## src/rtl/rvc_asap_5pl_vga_ctrl.sv

```systemverilog
// VGA timing generator and 1-bpp framebuffer scanner for the rvc_asap 5-stage core.
// Prefetches one 32-pixel word ahead of the beam and drives registered 4:4:4 RGB and syncs.
module rvc_asap_5pl_vga_ctrl #(
    parameter int H_VISIBLE = 640,
    parameter int H_FP      = 16,
    parameter int H_SYNC    = 96,
    parameter int H_BP      = 48,
    parameter int V_VISIBLE = 480,
    parameter int V_FP      = 10,
    parameter int V_SYNC    = 2,
    parameter int V_BP      = 33
) (
    input  logic        clock,
    input  logic        rst,
    output logic [13:0] address_b,
    input  logic [31:0] q_b,
    input  logic        vga_en,
    input  logic [11:0] fg_color,
    input  logic [11:0] bg_color,
    output logic [3:0]  red,
    output logic [3:0]  green,
    output logic [3:0]  blue,
    output logic        h_sync,
    output logic        v_sync
);

    localparam int H_TOTAL = H_VISIBLE + H_FP + H_SYNC + H_BP;
    localparam int V_TOTAL = V_VISIBLE + V_FP + V_SYNC + V_BP;
    localparam int WPL     = H_VISIBLE / 32;
    localparam int HW      = $clog2(H_TOTAL);
    localparam int VW      = $clog2(V_TOTAL);

    localparam logic [HW-1:0] H_LAST   = HW'(H_TOTAL - 1);
    localparam logic [HW-1:0] H_PRE    = HW'(H_TOTAL - 2);
    localparam logic [HW-1:0] H_VIS    = HW'(H_VISIBLE);
    localparam logic [HW-1:0] H_MIDLIM = HW'(H_VISIBLE - 2);
    localparam logic [HW-1:0] HS_START = HW'(H_VISIBLE + H_FP);
    localparam logic [HW-1:0] HS_END   = HW'(H_VISIBLE + H_FP + H_SYNC - 1);

    localparam logic [VW-1:0] V_LAST   = VW'(V_TOTAL - 1);
    localparam logic [VW-1:0] V_VIS    = VW'(V_VISIBLE);
    localparam logic [VW-1:0] V_VIS_M1 = VW'(V_VISIBLE - 1);
    localparam logic [VW-1:0] VS_START = VW'(V_VISIBLE + V_FP);
    localparam logic [VW-1:0] VS_END   = VW'(V_VISIBLE + V_FP + V_SYNC - 1);

    localparam logic [13:0] WPL14 = 14'(WPL);

    logic [HW-1:0] h_cnt;
    logic [VW-1:0] v_cnt;
    logic [13:0]   line_base;
    logic [31:0]   pix_sr;
    logic          fetch;
    logic          fetch_d;
    logic          visible;
    logic [11:0]   pix_color;

    // Word 0 of the next line is fetched two cycles before the wrap; the rest
    // of the line is fetched two cycles before each 32-pixel boundary.
    always_comb begin
        fetch     = 1'b0;
        address_b = '0;
        if (h_cnt == H_PRE && (v_cnt == V_LAST || v_cnt < V_VIS_M1)) begin
            fetch     = 1'b1;
            address_b = (v_cnt == V_LAST) ? 14'd0 : line_base + WPL14;
        end else if (v_cnt < V_VIS && h_cnt[4:0] == 5'd30 && h_cnt < H_MIDLIM) begin
            fetch     = 1'b1;
            address_b = line_base + 14'(h_cnt[HW-1:5]) + 14'd1;
        end
    end

    always_comb begin
        visible   = (h_cnt < H_VIS) && (v_cnt < V_VIS);
        pix_color = '0;
        if (visible && vga_en)
            pix_color = pix_sr[h_cnt[4:0]] ? fg_color : bg_color;
    end

    always_ff @(posedge clock or posedge rst) begin
        if (rst) begin
            h_cnt     <= H_PRE;
            v_cnt     <= V_LAST;
            line_base <= '0;
            pix_sr    <= '0;
            fetch_d   <= 1'b0;
            red       <= '0;
            green     <= '0;
            blue      <= '0;
            h_sync    <= 1'b1;
            v_sync    <= 1'b1;
        end else begin
            fetch_d <= fetch;
            if (fetch_d)
                pix_sr <= q_b;

            if (h_cnt == H_LAST) begin
                h_cnt <= '0;
                if (v_cnt == V_LAST) begin
                    v_cnt     <= '0;
                    line_base <= '0;
                end else begin
                    v_cnt <= v_cnt + 1'b1;
                    if (v_cnt < V_VIS)
                        line_base <= line_base + WPL14;
                end
            end else begin
                h_cnt <= h_cnt + 1'b1;
            end

            {red, green, blue} <= pix_color;
            h_sync <= !(h_cnt >= HS_START && h_cnt <= HS_END);
            v_sync <= !(v_cnt >= VS_START && v_cnt <= VS_END);
        end
    end

endmodule

```

## config.mk

```make
export PLATFORM = sky130hd
export DESIGN_NAME = rvc_asap_5pl_vga_ctrl
export DESIGN_NICKNAME = d
export VERILOG_FILES = /design/src/rtl/rvc_asap_5pl_vga_ctrl.sv
export SDC_FILE = /design/constraint.sdc
export NUM_CORES = 1
export LEC_CHECK = 0
export ABC_AREA = 1
export CAP_MARGIN = 25
export CELL_PAD_IN_SITES_DETAIL_PLACEMENT = 1
export CELL_PAD_IN_SITES_GLOBAL_PLACEMENT = 1
export CORE_MARGIN = 1.5
export CORE_UTILIZATION = 42
export DETAILED_ROUTE_END_ITERATION = 8
export GPL_TIMING_DRIVEN = 0
export PLACE_DENSITY = 0.93
export SLEW_MARGIN = 20
export SYNTH_ARGS = -nofsm -noshare
export SYNTH_HDL_FRONTEND = slang
export SYNTH_SLANG_ARGS = --single-unit
export TNS_END_PERCENT = 20
```

## constraint.sdc

```tcl
create_clock -name clock -period 6.1 [get_ports clock]
set_clock_uncertainty 0.15 [all_clocks]
set_input_delay 0.915 -clock clock [delete_from_list [all_inputs] [get_ports clock]]
set_output_delay 0.915 -clock clock [all_outputs]
set_load 0.01 [all_outputs]
```

== After elaboration in Yosys (flattened, before gate mapping) ==
Cells that the tools add are included.
Word-level totals
  register bits: 81
  logic and storage cells: 53
Cells by class
  equality and inequality tests: 4
  magnitude comparators: 9
  mux-type cells: 13
  add/sub/neg operators: 5
  reduce and logical (&&, ||, !) cells: 12
Operator list (number)
  14-bit two-way mux: 5
  10-bit == test (second input constant): 3
  12-bit two-way mux: 2
  10-bit by 1-bit adder with 10-bit output (second input constant): 2
  10-bit < comparator (second input constant): 2
  10-bit by 9-bit < comparator with 1-bit output (second input constant): 2
  10-bit two-way mux: 2
  14-bit by 1-bit adder with 14-bit output (second input constant): 1
  14-bit by 5-bit adder with 14-bit output: 1
  14-bit by 5-bit adder with 14-bit output (second input constant): 1
  10-bit >= comparator (second input constant): 1
  10-bit by 9-bit >= comparator with 1-bit output (second input constant): 1
  10-bit less-or-equal comparator (second input constant): 1
  10-bit by 9-bit less-or-equal comparator with 1-bit output (second input constant): 1
  1-bit logical AND: 7
  5-bit by 6-bit < comparator with 1-bit output (second input constant): 1
  1-bit binary-select mux with 5-bit select: 1
  5-bit == test (second input constant): 1
  1-bit two-way mux: 3
  1-bit logical NOT: 2
  2-bit AND reduction: 1
  2-bit nonzero test: 1
  1-bit logical OR: 1

== Longest topological paths before layout ==
Gate-level depths: netlist of run 1.
  depth in word-level cells: 5
  depth in mapped cells: 14
  gate-level depth less buffers: 14

== Least setup slack after synthesis of run 1 ==
Ideal clock, no wire load.
  path type: reg-to-output
  start point: register h_cnt[5]
  end point: output address_b[8]
  path slack: 3332 ps
  arrival time: 1703 ps
  path buffers: 0
  stages on the path, launching flop included: 15
  cells stage by stage: dfrtp_1 -> inv_1 -> ha_1 -> inv_1 -> fa_1 -> nand2_1 -> nand2_1 -> nand2_1 -> nand2_1 -> nand2_1 -> nand2_1 -> nand2_1 -> o21ai_0 -> nand3_1 -> o21ai_2
On the way
  word-level cells in the longest chain between the ends: 4
Ends and longest elaborated chain
  start: declaration: line 48  | logic [HW-1:0] h_cnt;
  start signal: assignment: line 106  | h_cnt <= h_cnt + 1'b1;
  14-bit by 5-bit adder with 14-bit output or 10-bit < comparator (tied branches): line 67, 65
  14-bit by 1-bit adder with 14-bit output or 1-bit logical AND (tied branches): line 67, 65
  14-bit two-way mux: line 65  | end else if (v_cnt < V_VIS && h_cnt[4:0] == 5'd30 && h_cnt < H_MIDLIM) begin
  14-bit two-way mux (*): line 62  | if (h_cnt == H_PRE && (v_cnt == V_LAST || v_cnt < V_VIS_M1)) begin
  end: declaration: line 15  | output logic [13:0] address_b,
Mark *: on every way between the ends. The rest lies on a longest branch, timed or not.

== Final worst setup path of run 1 ==
Ends and elaborated chain as after synthesis.

==> impl_metrics.tcl, run 1 <==
set metrics [dict create \
    synth.most_common_cell "nand2_1" \
    synth-edff-count 0 \
    switching_share_pct 22.8 \
    ir_drop_uv 127 \
    yosysTopAreaCell "dfrtp_1" \
    postSynthCellCount 634 \
    cts_inserted_buffers 9 \
    period_needed_ns 3.91 \
    routed-via-count 4770 \
    synthMuxAreaShare_pct 2.03 \
    rsz0062_at_grt "no" \
    p_int_w 0.000985 \
    grt_pass1_wl_um 26700 \
    setup_viol_count_final 0 \
    yosys_warnings 0 \
    hold_viol_final 0 \
    place_inst 864 \
    wire_per_inst_um 18.2 \
    fin_crit_sh_pct 64.1 \
    drive_gt1_share_pct 17.4 \
    setup.worst_path.end_class "output pin" \
    relSlewSlack_pct 64.1 \
    cpPeakStageDelay_ns 0.54 \
    drt_iter0_drc 285 \
    synth_area_leaders "dfrtp_1, nand2_1, inv_1" \
    worstPathCellList "inv_1, ha_1, inv_1, fa_1, nand2_1, nand2_1, nand2_1, nand2_1, nand2_1, a21oi_1, nand3_1, nand3_1, o21ai_2, clkdlybuf4s50_1" \
    coreArea_mm2 0.0115 \
    hold_path_class "flip-flop to flip-flop" \
    failed_checks "DRC" \
    synth_xor_area_share_pct 1.05 \
    post_drt_via_cell_ratio 5.42 \
    total_power_w 0.00128 \
    sequentialPowerShare_pct 43.8 \
    placed_cell_area_mm2 0.00607 \
    drc 12 \
    diodes 0 \
    r2r_start "h_cnt[1]" \
    slowest_stage "clkdlybuf4s50_1" \
    holdCritStartpoint "pix_sr[2]" \
    finalSetupTns_ns 0 \
    cts_root_buffer "clkbuf_16" \
    initial_core_util_pct 43.4 \
    max_freq_ghz 0.256 \
    power_density_mw_per_mm2 200 \
    final_antenna_net_count 0 \
    leakage_nw 2.91 \
    tritoncts "built" \
    synth-compound-area-share_pct 12.1 \
    layout.nets 802 \
    p_clk_share_pct 47.9 \
    h-tree-depth 3 \
    arrival_ns 2.85 \
    grt_overflow_total 0 \
    outcome "finished, violations left" \
    syn2layout_area_growth_pct 28.0 \
    synth.top_cells.by_count "nand2_1, inv_1, dfrtp_1" \
    nFillCells 1413 \
    r2r_slack_ns 3.93 \
    synth.distinct_cells 46 \
    syn_avg_cell_area_um2 7.89 \
    dieArea_mm2 0.0126 \
    synth_top_family_by_area "simple AND/OR/NAND/NOR gates" \
    synth_simple_gate_area_share_pct 30.2 \
    die-width_um 112 \
    synth-async-reset-ratio_pct 100 \
    synth_area_mm2 0.00500 \
    synth_fa_ha_area_share_pct 2.90 \
    yosysSeqAreaShare_pct 40.8 \
    dpl.hpwl_um 11700 \
    tightest_slew_ns 0.538 \
    drv_slew 0 \
    io_pins 87 \
    synth_ff_type "dfrtp_1" \
    numPortBuffers 86 \
    cp.required_ns 5.03 \
    clk_latency_ns 0.35 \
    reg2reg_to "green[3]" \
    cts.sinks 81 \
    grt_max_degree 56 \
    syn-num-nets 704 \
    p_sw_w 0.000292 \
    finalHoldWorstSlack_ns 0.379 \
    clk_pin_slew_ns 0.07 \
    die_h_um 112 \
    reg2regPathDepth 10 \
    fin_cells 880 \
    start_kind "flip-flop" \
    whs_path_depth 2 \
    antenna_found_initial 0 \
    num_rows 39 \
    cts_setup_buffers 0 \
    drv_cap 0 \
    cts_hold_buffers 0 \
    drt_first_pass_iters 7 \
    combPwrFrac_pct 8.3 \
    gr-usage-all-layers_pct 26.9 \
    min_to "pix_sr[2]" \
    wl_um 16000 \
    yosysTopAreaCellShare_pct 35.0 \
    crit_path_max_fanout 4 \
    clockBufferDepth 2 \
    cts_resized 0 \
    path_class "flip-flop to output pin" \
    ys_ff_latch 81 \
    place.gp.congestion 0.910 \
    design_area_mm2 0.00640 \
    cpMostUsedCell "nand2_1" \
    grt_pass1_vias 5343 \
]
-- logic make-up after synthesis --
| kind of cell | Yosys count |
|---|---|
| and+or+nand+nor | 307 |
| xor gates and xnor gates | 6 |
| DFF | 81 |
| AOI/OAI and AO/OA | 100 |
| muxes | 9 |
| buffers and inverters | 120 |
| adders and majority gates | 11 |
-- cells in the final DEF, fill, tap and decap left out, drive strengths merged --
cell type / n
a311oi: 1
o21ai: 65
xnor2: 2
ha: 10
buf: 17
a2111o: 1
nor3b: 4
and2: 1
mux2: 9
nor2: 52
dfstp: 11
or2: 2
nand4: 4
nor3: 15
inv: 99
bufinv: 2
xor2: 4
clkbuf: 16
clkdlybuf4s50: 86
nand3: 69
dfrtp: 70
a31oi: 3
o22ai: 2
fa: 1
clkinv: 3
nor4: 4
a21oi: 26
nand2: 156
o211ai: 2
-- power groups by stage --
| stage | Combinational, W | Clock [W] | Sequential (W) |
|---|---|---|---|
| after global placement | 0.0000994 | 0 | 0.000568 |
| after CTS | 0.000108 | 0.000619 | 0.000560 |
| final | 0.000106 | 0.000611 | 0.000560 |
| after floorplan | 0.0000388 | 0 | 0.000570 |
| after global routing | 0.000117 | 0.000638 | 0.000561 |
| after detailed placement | 0.000107 | 0 | 0.000569 |
-- metrics by stage --
| step | util, % | setup WS [ns] |
|---|---|---|
| after floorplan | - | 2.97 |
| after detailed placement | 52.7 | 2.58 |
| final | 55.6 | 2.19 |
| after global placement | 52.4 | 1.60 |
| after CTS | 55.6 | 2.19 |
| after global routing | 55.6 | 1.94 |
-- state kept, by name (all words and copies together) (netlist names) --
name,count
line_base,14
fetch_d,1
v_sync,1
h_sync,1
v_cnt,10
blue,4
h_cnt,10
green,4
red,4
pix_sr,32
-- cell type report --
class,count,area (µm²),area share (%)
timing repair buffer,87,888,13.9
multi-input combinational,433,2420,37.8
tap,143,179,2.80
sequential,81,2040,31.9
clock inverter,5,86.3,1.35
inverter,99,378,5.91
buffer,21,168,2.62
clock buffer,11,243,3.79
-- worst max-delay path, delay by kind of cell, from the launching register on --
kind	cells	cell delay, ns
buf+inv	3	0.69
simple gates	7	0.62
fa+ha+maj	2	0.58
flops	1	0.43
compound gates	2	0.19
-- worst max path at each step --
stage / start / endpoint / slack, ns
after floorplan: rst / blue[0] / 2.97
after global placement: rst / green[1] / 1.60
after detailed placement: v_cnt[0] / address_b[0] / 2.58
after CTS: v_cnt[1] / address_b[0] / 2.19
after global routing: h_cnt[5] / address_b[8] / 1.94
final: h_cnt[5] / address_b[8] / 2.19
-- layer usage --
layer	vias to the layer above	GRT usage, %	wire length, µm
met4	0	12.5	506
met2	134	48.1	8150
met5	-	0	0
li1	2241	-	-
met3	37	5.62	867
met1	2358	31.0	6520
No activity file was read; power rests on OpenSTA's default activity.
==> run 2: changes to the inputs <==
Settings changed: CORE_UTILIZATION 42 to 35, PLACE_DENSITY 0.93 to 0.84.
Clock period 6.1 ns to 3.4 ns, I/O delays scaled along.
==> run 2 against run 1 <==
Against the previous run:
- the flow now finishes without violations
- worst setup slack got worse by 2.1 ns
- global-route usage decreased by 5.7 points
- die area increased by 19%
- total power increased by 74%
- first-iteration DRC count decreased by 40%
- critical path depth decreased by 5
==> impl_metrics.tcl, run 2 (synthesis results as in run 1) <==
set metrics [dict create \
    outcome "complete, no violations" \
    clockBufferDepth 2 \
    cp_top_family "compound AO/OA/AOI/OAI gates" \
    relSlewSlack_pct 61.4 \
    finalHoldWorstSlack_ns 0.363 \
    hold_path_class "flip-flop to flip-flop" \
    syn2layout_area_growth_pct 29.3 \
    path_buf_inv 1 \
    clk_latency_ns 0.36 \
    dpl.hpwl_um 11300 \
    wl_um 15000 \
    initial_core_util_pct 35.9 \
    top_regs "pix_sr x32, line_base x14" \
    setup_viol_count_final 0 \
    rsz0062_at_grt "yes" \
    h-tree-depth 3 \
    drive_gt1_share_pct 18.6 \
    leakage_nw 3.03 \
    final_antenna_net_count 0 \
    routed-via-count 4679 \
    cts_hold_buffers 0 \
    largest_reg_flops 32 \
    cpMostUsedCell "nor2_1" \
    grt-busiest-layer "met2" \
    post_drt_via_cell_ratio 5.10 \
    gr-usage-all-layers_pct 21.2 \
    numPortBuffers 86 \
    clk_pin_slew_ns 0.07 \
    grt_overflow_total 0 \
    grt_max_degree 53 \
    die_h_um 123 \
    die-width_um 123 \
    slowest_stage "clkdlybuf4s50_1" \
    holdCritStartpoint "pix_sr[30]" \
    drt_iter0_drc 170 \
    worstPathCellList "ha_1, a21oi_1, nor2_1, nor2_1, o21ai_2, nand2_1, o21ai_0, o21ai_1, clkdlybuf4s50_1" \
    wire_per_inst_um 16.3 \
    hold_viol_final 0 \
    setup.worst_path.end_class "output pin" \
    drt_first_pass_iters 4 \
    cp-startpoint "h_cnt[7]" \
    cts_root_buffer "clkbuf_16" \
    grtUsageMet3_pct 3.90 \
    grt_pass1_vias 5131 \
    drv_slew 0 \
    layout_setup_ws_ns 0.0955 \
    grt_pass1_wl_um 24600 \
    met1_usage_pct 24.0 \
    cpPeakStageDelay_ns 0.56 \
    antenna_found_initial 0 \
    place.gp.congestion 0.866 \
    drc 0 \
    power_density_mw_per_mm2 344 \
    layout.cells.most_common_list "nand2_1, inv_1, clkdlybuf4s50_1" \
    io_pins 87 \
    arrival_ns 2.64 \
    r2r_start "h_cnt[1]" \
    period_needed_ns 3.30 \
    dp_slack_ns 0.224 \
    use_met2_pct 38.8 \
    ir_drop_uv 241 \
    design_area_mm2 0.00647 \
    final_common_cell "nand2_1" \
    layout.nets 803 \
    cts_inserted_buffers 9 \
    tritoncts "built" \
    placed_cell_area_mm2 0.00612 \
    tightest_slew_ns 0.579 \
    cp.required_ns 2.74 \
    start_kind "flip-flop" \
    max_freq_ghz 0.303 \
    dieArea_mm2 0.0150 \
    coreArea_mm2 0.0139 \
    diodes 0 \
    total_power_w 0.00222 \
    num_rows 43 \
    cts.sinks 81 \
    fin_crit_sh_pct 97.2 \
    drv_cap 0 \
    path_class "flip-flop to output pin" \
    crit_path_max_fanout 7 \
    largest_register "pix_sr" \
]
run 2: cell count changes in the layout (fill, tap and decap cells not counted), moves of 2 or more:
cell | before | now
dlygate4sd2_1 | 0 | 4
dlymetal6s2s_1 | 0 | 5
clkdlybuf4s50_1 | 86 | 77
o21ai_0 | 39 | 37
o21ai_2 | 8 | 10
run 2: power by group:
group | internal, W | leakage [nW] | switching, W
registers | 0.000993 | 0.994 | 0.0000113
logic | 0.000105 | 1.88 | 0.0000832
clock network | 0.000597 | 0.150 | 0.000433
run 2: metrics by stage:
step,utilization (%),TNS (ns),cells
after global placement,43.7,-58.80,900
after global routing,46.4,-0.0765,918
after floorplan,-,0,634
after detailed placement,43.9,0,901
final,46.4,0,918
after CTS,46.2,0,918
run 2: timing repair:
item                       in CTS  in global routing
setup buffers                   1                  0
setup endpoints to repair      14                 12
pin swaps                       1                  0
gates resized for setup         7                 12
run 2: metal layers:
| metal | wire, µm | up-vias |
|---|---|---|
| li1 | - | 2247 |
| met1 | 6300 | 2303 |
| met2 | 7610 | 104 |
| met3 | 740 | 25 |
| met4 | 345 | 0 |
| met5 | 0 | - |
run 2: final timing paths:
path                                end  slack [ns]  depth (start not counted)
min in group asynchronous  line_base[2]        0.37                          2
max in group asynchronous      v_cnt[2]        2.05                          3
hold / removal               pix_sr[30]        0.36                          1
setup reg to reg                blue[0]        1.34                          9
hold reg to reg              pix_sr[30]        0.36                          1
setup / recovery           address_b[7]         0.1                          9
run 2: layout make-up:
type                       count  area [µm²]
timing repair buffer          88         903
clock buffer                  10         239
inverter                      99         380
sequential                    81        2040
multi-input combinational    433        2440
fill                        1689        7470
tap                          180         225
clock inverter                 6        72.6
buffer                        21         168
==> RTL edit 1, RTL diff (config.mk and constraints of run 2) <==
Register the output `address_b`, cleared by the reset; this adds one clock of latency there. The other outputs are not delayed to match.
--- a/src/rtl/rvc_asap_5pl_vga_ctrl.sv
+++ b/src/rtl/rvc_asap_5pl_vga_ctrl.sv
@@ -46,4 +46,6 @@
     localparam logic [13:0] WPL14 = 14'(WPL);
 
+    logic [13:0] address_b_d;
+
     logic [HW-1:0] h_cnt;
     logic [VW-1:0] v_cnt;
@@ -59,11 +61,11 @@
     always_comb begin
         fetch     = 1'b0;
-        address_b = '0;
+        address_b_d = '0;
         if (h_cnt == H_PRE && (v_cnt == V_LAST || v_cnt < V_VIS_M1)) begin
             fetch     = 1'b1;
-            address_b = (v_cnt == V_LAST) ? 14'd0 : line_base + WPL14;
+            address_b_d = (v_cnt == V_LAST) ? 14'd0 : line_base + WPL14;
         end else if (v_cnt < V_VIS && h_cnt[4:0] == 5'd30 && h_cnt < H_MIDLIM) begin
             fetch     = 1'b1;
-            address_b = line_base + 14'(h_cnt[HW-1:5]) + 14'd1;
+            address_b_d = line_base + 14'(h_cnt[HW-1:5]) + 14'd1;
         end
     end
@@ -113,4 +115,12 @@
     end
 
+    always_ff @(posedge clock or posedge rst) begin
+        if (rst) begin
+            address_b <= '0;
+        end else begin
+            address_b <= address_b_d;
+        end
+    end
+
 endmodule
 
Check against the original RTL: same outputs for any inputs over 10 cycles, from zero or initial values and one cycle with rst high; that may be too few to reach the edited logic, so the function may still have changed.
==> RTL edit 1 against run 2 <==
- setup slack gained 980 ps
- maximum frequency up 42%
- area after synthesis increased by 4.1%
- sequential cell count up 14
- clock power fell by 6%
- cell area increased by 2.1%
- critical path depth decreased by 1
- count of clock-buffer cells in the layout grew 1
- first-iteration DRC count is 12% higher
- total power up 4.3%
- routed wire length is 3.2% lower
- critical path type is now flop to flop
- critical endpoint is now address_b[13]
- largest power group is now sequential cells
==> RTL edit 1: results (changes against run 2) <==
total number of H-tree levels=3 (unchanged); antenna violations before repair=0 (unchanged); Worst Setup EP=address_b[13] (was address_b[7]); crit path launch=h_cnt[7] (unchanged); share of layout cells above drive strength 1=12.30% (was 18.56%); Syn Nets=715 (was 704); number of global-route vias before repair=5054 (was 5131); Synth Warn #=0 (unchanged); PostCTS Resize Cnt=0 (was 7); Yosys cell types=41 (was 46); vias after detailed routing=4649 (was 4679); IO buf count=86 (unchanged); CP max FO=7 (unchanged); clock root buffer=clkbuf_16 (unchanged); worst slew pin tran=666.8 ps (was 578.6 ps); CTS Buf Count=9 (unchanged); DRC errors left=0 (unchanged); Final nets=813 (was 803); Hold Crit Class=input pin to asynchronous set/reset pin (was flop to flop); Area after DPL=6327 um^2 (was 6116 um^2); fill cell count=1791 (was 1689); Post-CTS Setup Bufs=0 (was 1); Ant. Diodes=0 (unchanged); Clock transition at path regs=70 ps (about the same); VDD IR max=0.2206 mV (was 0.2409 mV); worst skew pair latency=approximately 350 ps; outcome=complete, no violations (unchanged); setup TNS=0 ps (unchanged); Commonest cells post-synth=nand2_1 (151), inv_1 (94), dfrtp_1 (84) (was nand2_1 (145), inv_1 (88), dfrtp_1 (70)); Seq/Total Area, Yosys=45.95% (was 40.82%); Detailed Place HPWL=10.72 mm (was 11.32 mm); largest net degree at the start of global routing=71 (was 53); Fmax achieved=430.9 MHz (was 302.6 MHz); R2R cell count=8 (was 9); starting DRC count in detailed routing=190 (was 170); Avg WL per Cell=15.57 um (was 16.33 um); leakage=3.013 nW (was 3.026 nW); Cells after DPL=916 (was 901); Largest regs=pix_sr x32, address_b x14, line_base x14 (was pix_sr x32, line_base x14); routed wire length=14.51 mm (was 14.99 mm); Main synth FF type=dfrtp_1 (unchanged); first-pass GRT wire length=24.65 mm (was 24.56 mm); hold_ws=342.3 ps (was 363.4 ps); Post-Place Setup Slack=1079 ps (was 224.2 ps); Worst EP arrival=2400 ps (was 2640 ps); Synth Instances=645 (was 634); fraction of registers with async set/reset=100.0% (unchanged); Yosys top cell area share=40.39% (was 35.04%); Tot GR Track Use=19.43% (was 21.23%); top cells by area, synth=dfrtp_1 (40%), nand2_1 (11%), inv_1 (6.8%) (was dfrtp_1 (35%), nand2_1 (11%), inv_1 (6.6%)); GPL Wtd Cong=0.8697 (was 0.8662)
-- RTL edit 1: cell types whose count changed after synthesis, sizes merged, moves of 2 or more --
cell,before,now
a21oi,26,29
nand4,4,10
xnor2,2,0
nor3,15,11
nor4,4,1
dfrtp,70,84
nor2,52,46
xor2,4,7
nor3b,4,1
buf,16,14
-- RTL edit 1: metal layers --
metal | vias to the layer above | wire (um) | global-route usage (%) | share of wire, %
li1 | 2269 | - | - | -
met1 | 2279 | 6582 | 24.87 | 45
met2 | 87 | 7212 | 33.94 | 50
met3 | 14 | 517 | 3.081 | 3.6
met4 | 0 | 196 | 5.949 | 1.4
met5 | - | 0 | 0 | 0
-- RTL edit 1: report_power, final --
part           leakage (nW)  switching [mW]  internal [mW]
combinational          1.69          0.0787          0.103
sequential             1.19         0.00927           1.16
clock                 0.132           0.454          0.515
total                  3.01           0.542           1.78
-- RTL edit 1: cells by family after synthesis --
| logic type | synth area share (%) |
|---|---|
| buffers and inverters | 10.60 |
| adder cells (fa/ha/maj) | 2.789 |
| AND/OR/NAND/NOR | 25.63 |
| XOR/XNOR | 1.178 |
| AO/OA/AOI/OAI | 11.90 |
| flip-flops | 45.95 |
| multiplexers | 1.948 |
-- RTL edit 1: layout make-up --
cell class / instances / area [um^2] / area share, %
multi-input combinational: 431 / 2261 / 34.24
clock buffer: 11 / 242.7 / 3.676
buffer: 20 / 177.7 / 2.690
tap: 184 / 230.2 / 3.486
clock inverter: 5 / 33.78 / 0.5116
timing repair buffer: 87 / 888.4 / 13.45
inverter: 99 / 379.1 / 5.741
sequential: 95 / 2391 / 36.21
-- RTL edit 1: worst max-delay path, stage by stage, from the launching register on --
cell and delay, ps:
dfrtp_1 450, ha_1 380, nand3_1 100, nand2_1 120
nand2_1 80, a21oi_1 530, nand3_1 160, nand3_1 120
o21ai_0 90
==> RTL edit 2, RTL diff (settings of run 2) <==
Without the edit above. Set the parameter `V_VISIBLE` to 960 (it was 480).
--- a/src/rtl/rvc_asap_5pl_vga_ctrl.sv
+++ b/src/rtl/rvc_asap_5pl_vga_ctrl.sv
@@ -6,5 +6,5 @@
     parameter int H_SYNC    = 96,
     parameter int H_BP      = 48,
-    parameter int V_VISIBLE = 480,
+    parameter int V_VISIBLE = 960,
     parameter int V_FP      = 10,
     parameter int V_SYNC    = 2,
Formal check against the unedited RTL: same outputs for any inputs over 10 cycles, from zero or initial values and one cycle with rst high; that may be too few to reach the edited logic, so the function may still have changed.
==> RTL edit 2 against run 2 <==
- non-clock buffer count down 2
- total power down 1.4%
- synthesized cell count down 0.63%
- setup slack better by 14 ps
- cell area down 3.9%
- sequential cell count unchanged
- register-to-register slack worse by 220 ps
- routed wire length down 5.2%
- area after synthesis down 6.0%
- utilization up 0.72 points
- global-route usage up 0.16 points
==> RTL edit 2: results (changes against run 2) <==
outcome=complete, no violations (unchanged); hold path start=v_cnt[8] (was pix_sr[30]); total number of H-tree levels=3 (unchanged); Detailed Place HPWL=10.62 mm (was 11.32 mm); Post-Place Setup Slack=54.97 ps (was 224.2 ps); Tot GR Track Use=21.39% (was 21.23%); largest net degree at the start of global routing=48 (was 53); antenna violations before repair=0 (unchanged); maximum clock path buffer count=2 (unchanged); number of global-route vias before repair=5015 (was 5131); Final nets=798 (was 803); Sw Pwr=506.6 uW (was 527.0 uW); Yosys cell types=41 (was 46); DR top layer=met4 (unchanged); hold path depth=2 (was 1); Metal-1 WL=6.491 mm (was 6.296 mm); Synth Warn #=0 (unchanged); routed wire length=14.20 mm (was 14.99 mm); Hold Crit Class=flop to flop (unchanged); delay-heaviest family, CP=buffers and inverters (was compound AO/OA/AOI/OAI gates); CP max stage delay=610 ps (was 560 ps); final hold vios=0 (unchanged); Commonest cells post-synth=nand2_1 (156), inv_1 (94), dfrtp_1 (66), nand3_1 (66), o21ai_0 (49) (was nand2_1 (145), inv_1 (88), dfrtp_1 (70)); Reg2Reg Setup Slack=1120 ps (was 1340 ps); Clock transition at path regs=70 ps (about the same); R2R Path Start=h_cnt[1] (unchanged); Pre-antenna DRT Iters=4 (unchanged); CP max FO=10 (was 7); met2 WL=6.975 mm (was 7.605 mm); R2R cell count=11 (was 9); Ant. Diodes=0 (unchanged); met3 wire len=508 um (was 740 um); Seq/Total Area, Yosys=43.51% (was 40.82%); Syn Nets=700 (was 704); Max-slew headroom=59.44% (was 61.42%); clock root buffer=clkbuf_16 (unchanged); first-pass GRT wire length=24.54 mm (was 24.56 mm); hold_ws=346.4 ps (was 363.4 ps); fill cell count=1632 (was 1689); vias after detailed routing=4580 (was 4679); starting DRC count in detailed routing=253 (was 170); Worst EP arrival=2630 ps (was 2640 ps); Area after DPL=5813 um^2 (was 6116 um^2); fraction of registers with async set/reset=100.0% (unchanged); share of layout cells above drive strength 1=12.28% (was 18.56%); Largest regs=pix_sr x32, line_base x14 (unchanged); CTS Buf Count=9 (unchanged); Slowest-stage cell, CP=dfstp_2 (was clkdlybuf4s50_1); top cells by area, synth=dfrtp_1 (35%), nand2_1 (12%), dfstp_2 (8.4%) (was dfrtp_1 (35%), nand2_1 (11%), inv_1 (6.6%)); worst skew pair latency=350 ps; RR Endpoint=line_base[6] (was blue[0]); GPL Wtd Cong=0.8915 (was 0.8662); IO buf count=86 (unchanged); hold path endpoint=v_cnt[8] (was pix_sr[30]); VDD IR max=0.1611 mV (was 0.2409 mV); leakage=2.948 nW (was 3.026 nW)
[RTL edit 2: per-stage QoR]
step	util (%)	total power, mW	instances
finish	47.13	2.192	909
global route	47.13	2.267	909
CTS	46.70	2.212	909
detailed placement	44.07	1.197	893
global placement	43.84	1.184	892
floorplan	-	1.083	630
[RTL edit 2: how the worst max path moves through the flow]
stage	start	to	slack (ps)
after floorplan	rst	blue[0]	680
after global placement	rst	line_base[11]	-700
after detailed placement	h_cnt[7]	address_b[11]	50
after CTS	h_cnt[2]	address_b[2]	8
after global routing	h_cnt[5]	address_b[10]	-80
final	h_cnt[2]	address_b[2]	110
[RTL edit 2: power groups by stage]
stage / logic (mW) / clock network [mW] / registers, mW
detailed placement: 0.177 / 0 / 1.02
CTS: 0.178 / 1.03 / 1.00
finish: 0.175 / 1.01 / 1.00
global route: 0.195 / 1.07 / 1.01
global placement: 0.166 / 0 / 1.02
floorplan: 0.0601 / 0 / 1.02
[RTL edit 2: layout make-up]
cell class | instances | area share (%)
multi-input cells | 428 | 35.99
clock buffers | 10 | 3.845
well taps | 176 | 3.543
flip-flops and latches | 81 | 32.95
clock inverters | 6 | 1.067
plain buffers | 19 | 1.751
inverters | 101 | 6.240
repair buffers | 88 | 14.61
[RTL edit 2: worst min-delay path: cells and delay by family, from the launching register on]
family          cells  cell delay, ps
compound gates      1              60
buf+inv             1              60
flops               1             370
[RTL edit 2: routing by layer]
| layer | up-vias | track usage, % |
|---|---|---|
| met5 | - | 0 |
| met2 | 92 | 37.28 |
| met4 | 0 | 6.702 |
| li1 | 2213 | - |
| met3 | 16 | 3.017 |
| met1 | 2259 | 27.48 |
[RTL edit 2: timing repair]
item                                    CTS  global route
endpoints found under the setup margin   14            14
pin swaps                                 1             2
resized for setup                        18            22
buffers inserted                          1             0
[RTL edit 2: cells by family (layout without fill, tap and decap cells)]
group           after synthesis  after routing  share of synthesized area (%)
simple gates                300            300                          28.15
mux                           9              9                          2.155
flops                        81             81                          43.51
fa+ha+maj                    11             11                          3.087
xor+xnor                      5              5                         0.9313
buf+inv                     121            224                          10.35
compound gates              103            103                          11.81
